==> src/rtl/alu_ctrl_pkg.sv <==
// Shared opcode and FSM state encodings for the ALU operation sequencer.
package alu_ctrl_pkg;

  localparam logic [4:0] OP_ADD  = 5'd0;
  localparam logic [4:0] OP_SUB  = 5'd1;
  localparam logic [4:0] OP_DIV  = 5'd2;
  localparam logic [4:0] OP_AND  = 5'd3;
  localparam logic [4:0] OP_OR   = 5'd4;
  localparam logic [4:0] OP_XOR  = 5'd5;
  localparam logic [4:0] OP_MUL  = 5'd6;
  localparam logic [4:0] OP_LAST = 5'd6;

  localparam logic [1:0] ST_IDLE = 2'd0;
  localparam logic [1:0] ST_RUN  = 2'd1;
  localparam logic [1:0] ST_DONE = 2'd2;

  function automatic logic op_legal(input logic [4:0] op);
    return op <= OP_LAST;
  endfunction

endpackage

==> src/rtl/alu_op_sequencer_if.sv <==
// Request/result handshake bundle between the control unit and the sequencer.
interface alu_op_sequencer_if #(parameter int unsigned WORD = 32);

  logic            in_valid;
  logic            in_ready;
  logic [4:0]      in_op;
  logic [WORD-1:0] in_a;
  logic [WORD-1:0] in_b;
  logic            out_valid;
  logic            out_ready;
  logic [WORD-1:0] res_lo;
  logic [WORD-1:0] res_hi;
  logic            res_err;

  modport master (
    output in_valid, in_op, in_a, in_b, out_ready,
    input  in_ready, out_valid, res_lo, res_hi, res_err
  );

  modport slave (
    input  in_valid, in_op, in_a, in_b, out_ready,
    output in_ready, out_valid, res_lo, res_hi, res_err
  );

endinterface

==> src/rtl/alu_lat_counter.sv <==
// Loadable down-counter with zero flag; saturates at zero rather than wrapping.
module alu_lat_counter #(
  parameter int unsigned CNT_W = 5
) (
  input  logic             clk,
  input  logic             clr,
  input  logic             load,
  input  logic [CNT_W-1:0] load_val,
  input  logic             dec,
  output logic             zero
);

  logic [CNT_W-1:0] cnt;

  always_ff @(posedge clk or posedge clr) begin
    if (clr) begin
      cnt <= '0;
    end else if (load) begin
      cnt <= load_val;
    end else if (dec && (cnt != '0)) begin
      cnt <= cnt - CNT_W'(1);
    end
  end

  assign zero = (cnt == '0);

endmodule

==> src/rtl/alu_op_sequencer.sv <==
// Sequences one request at a time through the ALU: holds operands for the op's
// latency, captures ALU_low/ALU_high and presents the result over valid/ready.
module alu_op_sequencer
  import alu_ctrl_pkg::*;
#(
  parameter int unsigned WORD    = 32,
  parameter int unsigned LAT_ALU = 2,
  parameter int unsigned LAT_DIV = 4,
  parameter int unsigned LAT_MUL = 18,
  parameter int unsigned CNT_W   = 5
) (
  input  logic            clk,
  input  logic            clr,
  alu_op_sequencer_if.slave bus,
  output logic [4:0]      alu_sel,
  output logic [WORD-1:0] alu_a,
  output logic [WORD-1:0] alu_b,
  input  logic [WORD-1:0] alu_low,
  input  logic [WORD-1:0] alu_high,
  output logic            busy
);

  logic [1:0]       state;
  logic             accept;
  logic             op_bad;
  logic             err_pend;
  logic [CNT_W-1:0] lat_val;
  logic             cnt_zero;
  logic [WORD-1:0]  res_lo_q;
  logic [WORD-1:0]  res_hi_q;
  logic             res_err_q;
  logic             out_valid_q;

  assign accept = bus.in_valid && (state == ST_IDLE);
  assign op_bad = !op_legal(bus.in_op) ||
                  ((bus.in_op == OP_DIV) && (bus.in_b == '0));

  // Rejected requests take one RUN cycle so their result appears at k+1,
  // the same timing a one-cycle op would have.
  always_comb begin
    lat_val = '0;
    if (!op_bad) begin
      case (bus.in_op)
        OP_DIV:  lat_val = CNT_W'(LAT_DIV - 1);
        OP_MUL:  lat_val = CNT_W'(LAT_MUL - 1);
        default: lat_val = CNT_W'(LAT_ALU - 1);
      endcase
    end
  end

  alu_lat_counter #(
    .CNT_W (CNT_W)
  ) u_lat_counter (
    .clk      (clk),
    .clr      (clr),
    .load     (accept),
    .load_val (lat_val),
    .dec      (state == ST_RUN),
    .zero     (cnt_zero)
  );

  always_ff @(posedge clk or posedge clr) begin
    if (clr) begin
      state       <= ST_IDLE;
      err_pend    <= 1'b0;
      alu_sel     <= '0;
      alu_a       <= '0;
      alu_b       <= '0;
      res_lo_q    <= '0;
      res_hi_q    <= '0;
      res_err_q   <= 1'b0;
      out_valid_q <= 1'b0;
    end else begin
      case (state)
        ST_IDLE: begin
          if (accept) begin
            state    <= ST_RUN;
            err_pend <= op_bad;
            if (!op_bad) begin
              alu_sel <= bus.in_op;
              alu_a   <= bus.in_a;
              alu_b   <= bus.in_b;
            end
          end
        end
        ST_RUN: begin
          if (cnt_zero) begin
            state       <= ST_DONE;
            out_valid_q <= 1'b1;
            res_err_q   <= err_pend;
            res_lo_q    <= err_pend ? '0 : alu_low;
            res_hi_q    <= err_pend ? '0 : alu_high;
          end
        end
        ST_DONE: begin
          if (bus.out_ready) begin
            out_valid_q <= 1'b0;
            state       <= ST_IDLE;
          end
        end
        default: state <= ST_IDLE;
      endcase
    end
  end

  assign bus.in_ready  = (state == ST_IDLE);
  assign bus.out_valid = out_valid_q;
  assign bus.res_lo    = res_lo_q;
  assign bus.res_hi    = res_hi_q;
  assign bus.res_err   = res_err_q;
  assign busy          = (state != ST_IDLE);

endmodule

==> src/flat_wrapper.sv <==
// flat-port wrapper written by rule: the top's interface ports become plain ports
module alu_op_sequencer_flat import alu_ctrl_pkg::*;
#(
  parameter int unsigned WORD    = 32,
  parameter int unsigned LAT_ALU = 2,
  parameter int unsigned LAT_DIV = 4,
  parameter int unsigned LAT_MUL = 18,
  parameter int unsigned CNT_W   = 5
)
  (clk, clr, alu_sel, alu_a, alu_b, alu_low, alu_high, busy, bus_in_valid, bus_in_op, bus_in_a, bus_in_b, bus_out_ready, bus_in_ready, bus_out_valid, bus_res_lo, bus_res_hi, bus_res_err);
  alu_op_sequencer_if #(.WORD(WORD)) bus_i ();
  input  logic clk;
  input  logic clr;
  output logic [4:0] alu_sel;
  output logic [WORD-1:0] alu_a;
  output logic [WORD-1:0] alu_b;
  input  logic [WORD-1:0] alu_low;
  input  logic [WORD-1:0] alu_high;
  output logic busy;
  input wire logic [$bits(bus_i.in_valid)-1:0] bus_in_valid;
  input wire logic [$bits(bus_i.in_op)-1:0] bus_in_op;
  input wire logic [$bits(bus_i.in_a)-1:0] bus_in_a;
  input wire logic [$bits(bus_i.in_b)-1:0] bus_in_b;
  input wire logic [$bits(bus_i.out_ready)-1:0] bus_out_ready;
  output wire logic [$bits(bus_i.in_ready)-1:0] bus_in_ready;
  output wire logic [$bits(bus_i.out_valid)-1:0] bus_out_valid;
  output wire logic [$bits(bus_i.res_lo)-1:0] bus_res_lo;
  output wire logic [$bits(bus_i.res_hi)-1:0] bus_res_hi;
  output wire logic [$bits(bus_i.res_err)-1:0] bus_res_err;
  assign bus_i.in_valid = bus_in_valid;
  assign bus_i.in_op = bus_in_op;
  assign bus_i.in_a = bus_in_a;
  assign bus_i.in_b = bus_in_b;
  assign bus_i.out_ready = bus_out_ready;
  assign bus_in_ready = bus_i.in_ready;
  assign bus_out_valid = bus_i.out_valid;
  assign bus_res_lo = bus_i.res_lo;
  assign bus_res_hi = bus_i.res_hi;
  assign bus_res_err = bus_i.res_err;
  alu_op_sequencer #(.WORD(WORD), .LAT_ALU(LAT_ALU), .LAT_DIV(LAT_DIV), .LAT_MUL(LAT_MUL), .CNT_W(CNT_W)) u_core (.clk(clk), .clr(clr), .bus(bus_i), .alu_sel(alu_sel), .alu_a(alu_a), .alu_b(alu_b), .alu_low(alu_low), .alu_high(alu_high), .busy(busy));
endmodule
==> config.mk <==
export PLATFORM = sky130hd
export DESIGN_NAME = alu_op_sequencer_flat
export DESIGN_NICKNAME = d
export VERILOG_FILES = /design/src/rtl/alu_ctrl_pkg.sv /design/src/rtl/alu_op_sequencer_if.sv /design/src/rtl/alu_lat_counter.sv /design/src/rtl/alu_op_sequencer.sv /design/src/flat_wrapper.sv
export SDC_FILE = /design/constraint.sdc
export NUM_CORES = 1
export LEC_CHECK = 0
export CAP_MARGIN = 40
export CELL_PAD_IN_SITES_DETAIL_PLACEMENT = 1
export CELL_PAD_IN_SITES_GLOBAL_PLACEMENT = 2
export CORE_ASPECT_RATIO = 2
export CORE_UTILIZATION = 26
export CTS_BUF_LIST = sky130_fd_sc_hd__clkbuf_4
export DETAILED_ROUTE_END_ITERATION = 8
export MAX_ROUTING_LAYER = met4
export PLACE_DENSITY = 0.78
export SYNTH_ARGS = -nofsm -noshare
export SYNTH_HDL_FRONTEND = slang
export SYNTH_HIERARCHICAL = 1
export SYNTH_SLANG_ARGS = --single-unit
==> constraint.sdc <==
create_clock -name clk -period 6.3 [get_ports clk]
set_input_delay 1.89 -clock clk [delete_from_list [all_inputs] [get_ports clk]]
set_output_delay 1.89 -clock clk [all_outputs]
set_load 0.03 [all_outputs]
==> results by group, run 1 <==
Setup path
  • Crit end category: output pin
  • Data required, critical path: 4.41 ns
  • Critical path cell sequence: nor2_1, clkdlybuf4s50_1
  • Cell family with the largest share of critical-path delay: buffers and inverters
  • CP max stage cell: clkdlybuf4s50_1
  • CP bufs+invs: 1
  • CP Launch Type: flop
  • Worst Path Max Fanout: 4
  • Critical path class: flop to output pin
  • Slowest Stage Delay on Critical Path: about 0.7 ns
  • CP arrival: 1.91 ns

Synth
  • FF+latch count, synth: between 100 and 150
  • Register area share after synthesis: 58.7%
  • Synth Instances: roughly 500
  • Post-synth EDFFs: 0
  • Ys async rst share: 100%
  • Post-synthesis average cell area: between 10 and 15 sq um
  • Synth area leader: dfrtp_1
  • Most frequent cell after synthesis: dfrtp_1
  • Synth top cells by count: dfrtp_1 (143), nand2_1 (72), nand2b_1 (66), o21ai_0 (66), mux2_4 (60)
  • Synth cell types: 31
  • Top cells by area in the synthesized netlist: dfrtp_1 (59%), mux2_4 (15%), nand2b_1 (6.8%)
  • Syn. warnings: 6
  • Post-synth top area share: approximately three fifths
  • Top FF cell, synth: dfrtp_1
  • Post-Synthesis Cell Area: about 0.0061 sq mm

Timing
  • WHS: a little under 0.5 ns
  • Layout Skew: approximately 0.014 ns
  • Achievable Freq: approximately 0.26 GHz
  • Fin crit period: approximately 3.8 ns
  • Fin Setup TNS: 0 ns
  • Slew margin rel.: about three fifths
  • Final setup fails: 0
  • Slew at the pin with the worst max-slew slack: 0.572 ns
  • Final period util: ~60%
  • RSZ-0062 raised after global routing: no
  • Fin. max-slew vios: 0
  • Final hold viol count: 0

Place
  • IO Port Bufs: about 270
  • Gpl congestion: ~0.87
  • Placed wire-length estimate: 15600 um

GRT
  • GRT overflow: 0
  • Vias in the first global route: roughly 5400
  • Largest net degree at the start of global routing: 83
  • Global-route wire length before repair: approximately 31000 um
  • Overall Global Routing Usage: between 10% and 20%
  • Antenna violations before repair: 5

Floorplan
  • Row Count: 78
  • Die W: between 100 and 150 um
  • Die Ht: 219 um
  • IO Pins: about 270
  • Core area: 0.0228 sq mm
  • Initial core utilization: a little over a quarter
  • Die area: 0.0241 sq mm

Drt
  • Post-DRT Antenna Nets: 0
  • Final wirelength: 20700 um
  • Via count: between 4000 and 5000
  • 1st-iter DRT viols: 170
  • Wire length per cell: 19.4 um
  • DRC: 0
  • DRT Pass-1 Iters: 4
  • Vias per std cell: 4.44

Finish
  • Layout Nets: roughly 910
  • Area growth, synth to finish: 55.3%
  • Share of layout cells above drive strength 1: between 10% and 20%
  • Register area: between 0.003 and 0.004 sq mm
  • Area occupied by multi-input gates: between 0.002 and 0.0025 sq mm
  • Layout fillers: approximately 2500

Clocking
  • Total setup buffers inserted after CTS: 0
  • Resized cells post-CTS: 0
  • Hold-fix buffers, CTS: 0
  • Worst-skew pair later-pin latency: between 0.5 and 0.6 ns
  • Total CTS buffers: 17
  • Worst-path clk slew: between 0.1 and 0.15 ns
  • Clk sinks: around 140
  • CTS max path bufs: 2
  • # H-tree levels: 4
  • CTS root buf: clkbuf_4
  • CTS tree: done

Pwr
  • Peak supply drop: roughly 0.27 mV
  • Leak Pwr: around 0.004 uW
  • P per Cell Area: 533 mW/mm^2

Run
  • Maxcap violations: 0

Hold path
  • Hold Path Class: flop to flop

Run status
  • Status: finished clean
flip-flops by register name, summed over array words and instances, names as in the netlist:
name                      flops
u_core/bus.res_err            1
u_core/err_pend               1
u_core/alu_b                 32
u_core/alu_a                 32
u_core/alu_sel                5
u_core/u_lat_counter/cnt      5
u_core/bus.res_lo            32
u_core/bus.out_valid          1
u_core/state                  2
u_core/bus.res_hi            32
worst paths after layout:
check	startpoint	end	slack (ns)	cells after the start
hold reg to reg	u_core/bus.res_lo[3]	u_core/bus.res_lo[3]	0.49	2
setup reg to reg	u_core/u_lat_counter/cnt[0]	u_core/bus.res_hi[16]	3.93	7
max in group asynchronous	clr	u_core/bus.res_hi[26]	3.84	3
hold / removal	u_core/bus.res_lo[3]	u_core/bus.res_lo[3]	0.49	2
min in group asynchronous	clr	u_core/u_lat_counter/cnt[2]	1.62	2
setup / recovery	u_core/state[0]	bus_in_ready	2.50	2
worst register-to-register path: cells and delay by family, from the launching register on:
family / cells / cell delay, ns
AND/OR/NAND/NOR: 2 / 0.81
adder cells (fa/ha/maj): 1 / 0.18
AO/OA/AOI/OAI: 1 / 0.27
flip-flops: 1 / 0.40
buffers and inverters: 3 / 0.62
area by class of cell:
cell class	count	area share, %
Clock inverter	9	1.51
Inverter	10	0.449
Tap cell	280	3.70
Multi-Input combinational cell	318	24.6
Clock buffer	21	1.67
Sequential cell	143	37.8
Antenna cell	5	0.132
Timing Repair Buffer	281	30.1
layout by cell type (no fill, tap or decap), types with 4 or more instances in the layout:
master / Yosys / layout
inv_1: 10 / 9
nand2_1: 72 / 71
buf_4: 0 / 4
nor4_1: 8 / 8
o21ai_0: 66 / 66
dfrtp_1: 143 / 143
clkdlybuf4s50_1: 0 / 273
nor2_1: 5 / 5
diode_2: 0 / 5
a21oi_1: 7 / 7
nor2b_1: 4 / 4
mux2_1: 4 / 4
mux2_4: 60 / 60
nand2b_1: 66 / 66
bufinv_16: 0 / 4
clkbuf_4: 0 / 21
cell families after synthesis:
family / count (synthesis) / share of synthesized area [%]
other: 1 / 0.0615
buffers and inverters: 39 / 3.26
AO/OA/AOI/OAI: 80 / 7.00
adder cells (fa/ha/maj): 1 / 0.205
flip-flops: 143 / 58.7
AND/OR/NAND/NOR: 168 / 14.7
multiplexers: 67 / 16.1
routing by layer:
metal  GRT usage (%)  part of all wire, %  up-vias
met5               -                    0        -
met4            13.6                  6.4        0
met3            4.62                  4.5       61
met2            32.0                   56      162
met1            17.5                   33     2301
li1                -                    -     2218
where the power goes:
part	leakage [uW]	internal [uW]	switching [uW]	total (uW)
clock	0.000168	324	328	652
sequential	0.00179	1360	265	1620
combinational	0.00204	1250	1520	2770
total	0.00399	2930	2120	5050
stage by stage:
step                setup WS, ns  cells  power [uW]  utilization (%)  area, sq um
floorplan                  0.714    500        3170                -         6100
global placement            1.85   1029        4340             39.8         9080
detailed placement          2.00   1032        4440             40.1         9160
CTS                         2.39   1062        5130             41.4         9460
global route                2.36   1067        5350             41.5         9470
finish                      2.50   1067        5050             41.5         9470
Note: power is estimated with default switching activity, not from simulation.
==> run 2, diff against run 1 <==
Settings changed: CORE_UTILIZATION 26 to 24, PLACE_DENSITY 0.78 to 0.76.
Clock period 6.3 ns to 3.4 ns, I/O delays scaled along.
==> run 2 against run 1 <==
Net effect:
- non-clock buffer count is 2 lower
- combinational power is 84% higher
- register-to-register slack worse by 2.8 ns
- count of clock-buffer cells in the layout is 3 lower
- utilization is 3.3 points lower
- clock power is 93% higher
- first-iteration DRC count is 8.8% lower
- sequential power is 85% higher
- power is 85% higher
- sequential cell count stayed put
- wire length is 3.4% lower
- largest cell class unchanged
==> results by group, run 2 (same netlist as run 1, synthesis figures left out) <==
Clocking
  • Worst-path clk slew: 0.13 ns (+0.02 ns)
  • Resized cells post-CTS: 0 (unchanged)
  • Clk sinks: 143 (unchanged)
  • Hold-fix buffers, CTS: 0 (unchanged)
  • Total setup buffers inserted after CTS: 0 (unchanged)
  • CTS tree: done
  • Worst-skew pair later-pin latency: 0.58 ns (about the same)
  • Total CTS buffers: 17 (unchanged)
  • # H-tree levels: 4 (unchanged)
  • CTS max path bufs: 2 (unchanged)
  • CTS root buf: clkbuf_4

Setup path
  • Worst Path Max Fanout: 4 (unchanged)
  • Reg2reg end: u_core/bus.res_err
  • CP Launch Type: flop
  • R2R cell count: 7 (unchanged)
  • R2R Setup Slk: 1.11 ns (-2.82 ns)
  • Critical path cell sequence: nor2_1, clkdlybuf4s50_1
  • Reg-to-reg startpoint: u_core/u_lat_counter/cnt[0]
  • Critical path class: flop to output pin
  • Data required, critical path: 2.38 ns (-2.03 ns)
  • Crit end category: output pin
  • Slowest Stage Delay on Critical Path: 0.71 ns (about the same)
  • CP arrival: 1.94 ns (+0.03 ns)
  • CP max stage cell: clkdlybuf4s50_1

Pwr
  • Leak Pwr: 0.00398 uW (-0.44%)
  • Total power: 9340 uW (+85%)
  • Peak supply drop: 0.381 mV (+39%)
  • P per Cell Area: 978 mW/mm^2 (+83%)

Hold path
  • Worst hold path depth: 2 (unchanged)
  • Hold Path Class: flop to flop
  • Hold Path End: u_core/bus.res_hi[11]
  • Min-delay src: u_core/bus.res_hi[11]

Timing
  • Slew at the pin with the worst max-slew slack: 0.598 ns (+0.0261 ns)
  • Fin. max-slew vios: 0 (unchanged)
  • Final setup fails: 0 (unchanged)
  • Fin crit period: 2.96 ns
  • Achievable Freq: approximately 0.34 GHz
  • Setup WS post-layout: 0.442 ns (-2.06 ns)
  • Final hold viol count: 0 (unchanged)
  • WHS: 0.492 ns (-0.00102 ns)
  • Layout Skew: 0.0224 ns (+0.00791 ns)
  • Slew margin rel.: 60.1% (-1.8 points)
  • Final period util: about 87%
  • Fin Setup TNS: 0 ns (unchanged)
  • RSZ-0062 raised after global routing: no

Run status
  • Status: finished clean

Place
  • IO Port Bufs: 273 (unchanged)
  • Gpl congestion: 0.817 (-6.2%)
  • Area post-placement: 0.00921 sq mm (+0.61%)
  • Placed wire-length estimate: 15000 um (-4.2%)
  • Worst slack, placed: 0.240 ns (-1.76 ns)

Finish
  • Commonest cells after routing, fill and taps aside: clkdlybuf4s50_1 (273), dfrtp_1 (143), nand2_1 (71)
  • Share of layout cells above drive strength 1: 13.8% (+0.13 points)
  • Area growth, synth to finish: 56.5%
  • Post-route cell area: 0.00954 sq mm (+0.81%)
  • Register area: 0.00358 sq mm (unchanged)
  • Area occupied by multi-input gates: 0.00233 sq mm (unchanged)
  • Commonest non-fill, non-tap cell in the layout: clkdlybuf4s50_1
  • Layout fillers: 2790 (+12%)
  • Layout Nets: 907 (-0.22%)

Drt
  • Post-DRT Antenna Nets: 0 (unchanged)
  • Via count: 4685 (-1.2%)
  • Vias per std cell: 4.18 (-6.0%)
  • Wire length per cell: 17.8 um (-8.2%)
  • 1st-iter DRT viols: 155 (-8.8%)
  • DRC: 0 (unchanged)
  • DRT Pass-1 Iters: 4 (unchanged)
  • Final wirelength: 20000 um (-3.4%)

Floorplan
  • Initial core utilization: 24.4% (-2.3 points)
  • Die area: 0.0261 sq mm (+8.2%)
  • IO Pins: 274 (unchanged)
  • Row Count: 82 (+5.1%)
  • Core area: 0.0250 sq mm (+9.6%)
  • Die W: 115 um (+4.0%)
  • Die Ht: 227 um (+4.0%)

GRT
  • Global-route wire length before repair: 30000 um (-3.6%)
  • Antenna violations before repair: 3 (-2)
  • Vias in the first global route: 5061 (-5.9%)
  • GRT overflow: 0 (unchanged)
  • Largest net degree at the start of global routing: 104 (+25%)
  • Overall Global Routing Usage: 16.4% (-2.2 points)

Run
  • Maxcap violations: 0 (unchanged)
## run 2: worst max path at each step
stage	slack, ns	cells past startpoint	end	from
final	0.44	2	bus_in_ready	u_core/state[0]
after global routing	0.24	2	bus_in_ready	u_core/state[0]
after CTS	0.32	2	bus_in_ready	u_core/state[0]
after detailed placement	0.24	7	u_core/alu_a[10]	bus_in_b[0]
after floorplan	0.66	1	u_core/alu_a[0]	clr
after global placement	0.26	7	u_core/alu_a[30]	bus_in_b[0]
## run 2: critical path: cells and delay by family, from the launching register on
| kind | cells | cell delay, ns |
|---|---|---|
| simple gates | 1 | 0.20 |
| flops | 1 | 0.44 |
| buf+inv | 1 | 0.71 |
## run 2: layout make-up
class                      instances  area share (%)
clock buffer                      18            1.42
clock inverter                    14            1.97
tap                              336            4.40
timing repair buffer             279            29.8
sequential                       143            37.5
inverter                          10           0.433
multi-input combinational        318            24.4
antenna                            4           0.105
## run 2: report_power, final
group          internal [uW]  switching (uW)  leakage [uW]
logic                   2310            2770       0.00202
registers               2510             482       0.00179
clock network            591             667      0.000167
total                   5410            3920       0.00398
## run 2: stage by stage
stage	utilization (%)	instances
2_1_floorplan	-	500
3_3_place_gp	36.8	1086
3_5_place_dp	36.8	1086
4_1_cts	38.1	1118
5_1_grt	38.1	1121
6_report	38.1	1122
## run 2: per-layer routing
| metal | part of all wire, % | up-vias | global-route usage, % |
|---|---|---|---|
| met4 | 4.3 | 0 | 10.8 |
| met5 | 0 | - | - |
| li1 | - | 2214 | - |
| met3 | 4.0 | 36 | 3.22 |
| met1 | 35 | 2279 | 16.1 |
| met2 | 56 | 156 | 29.1 |
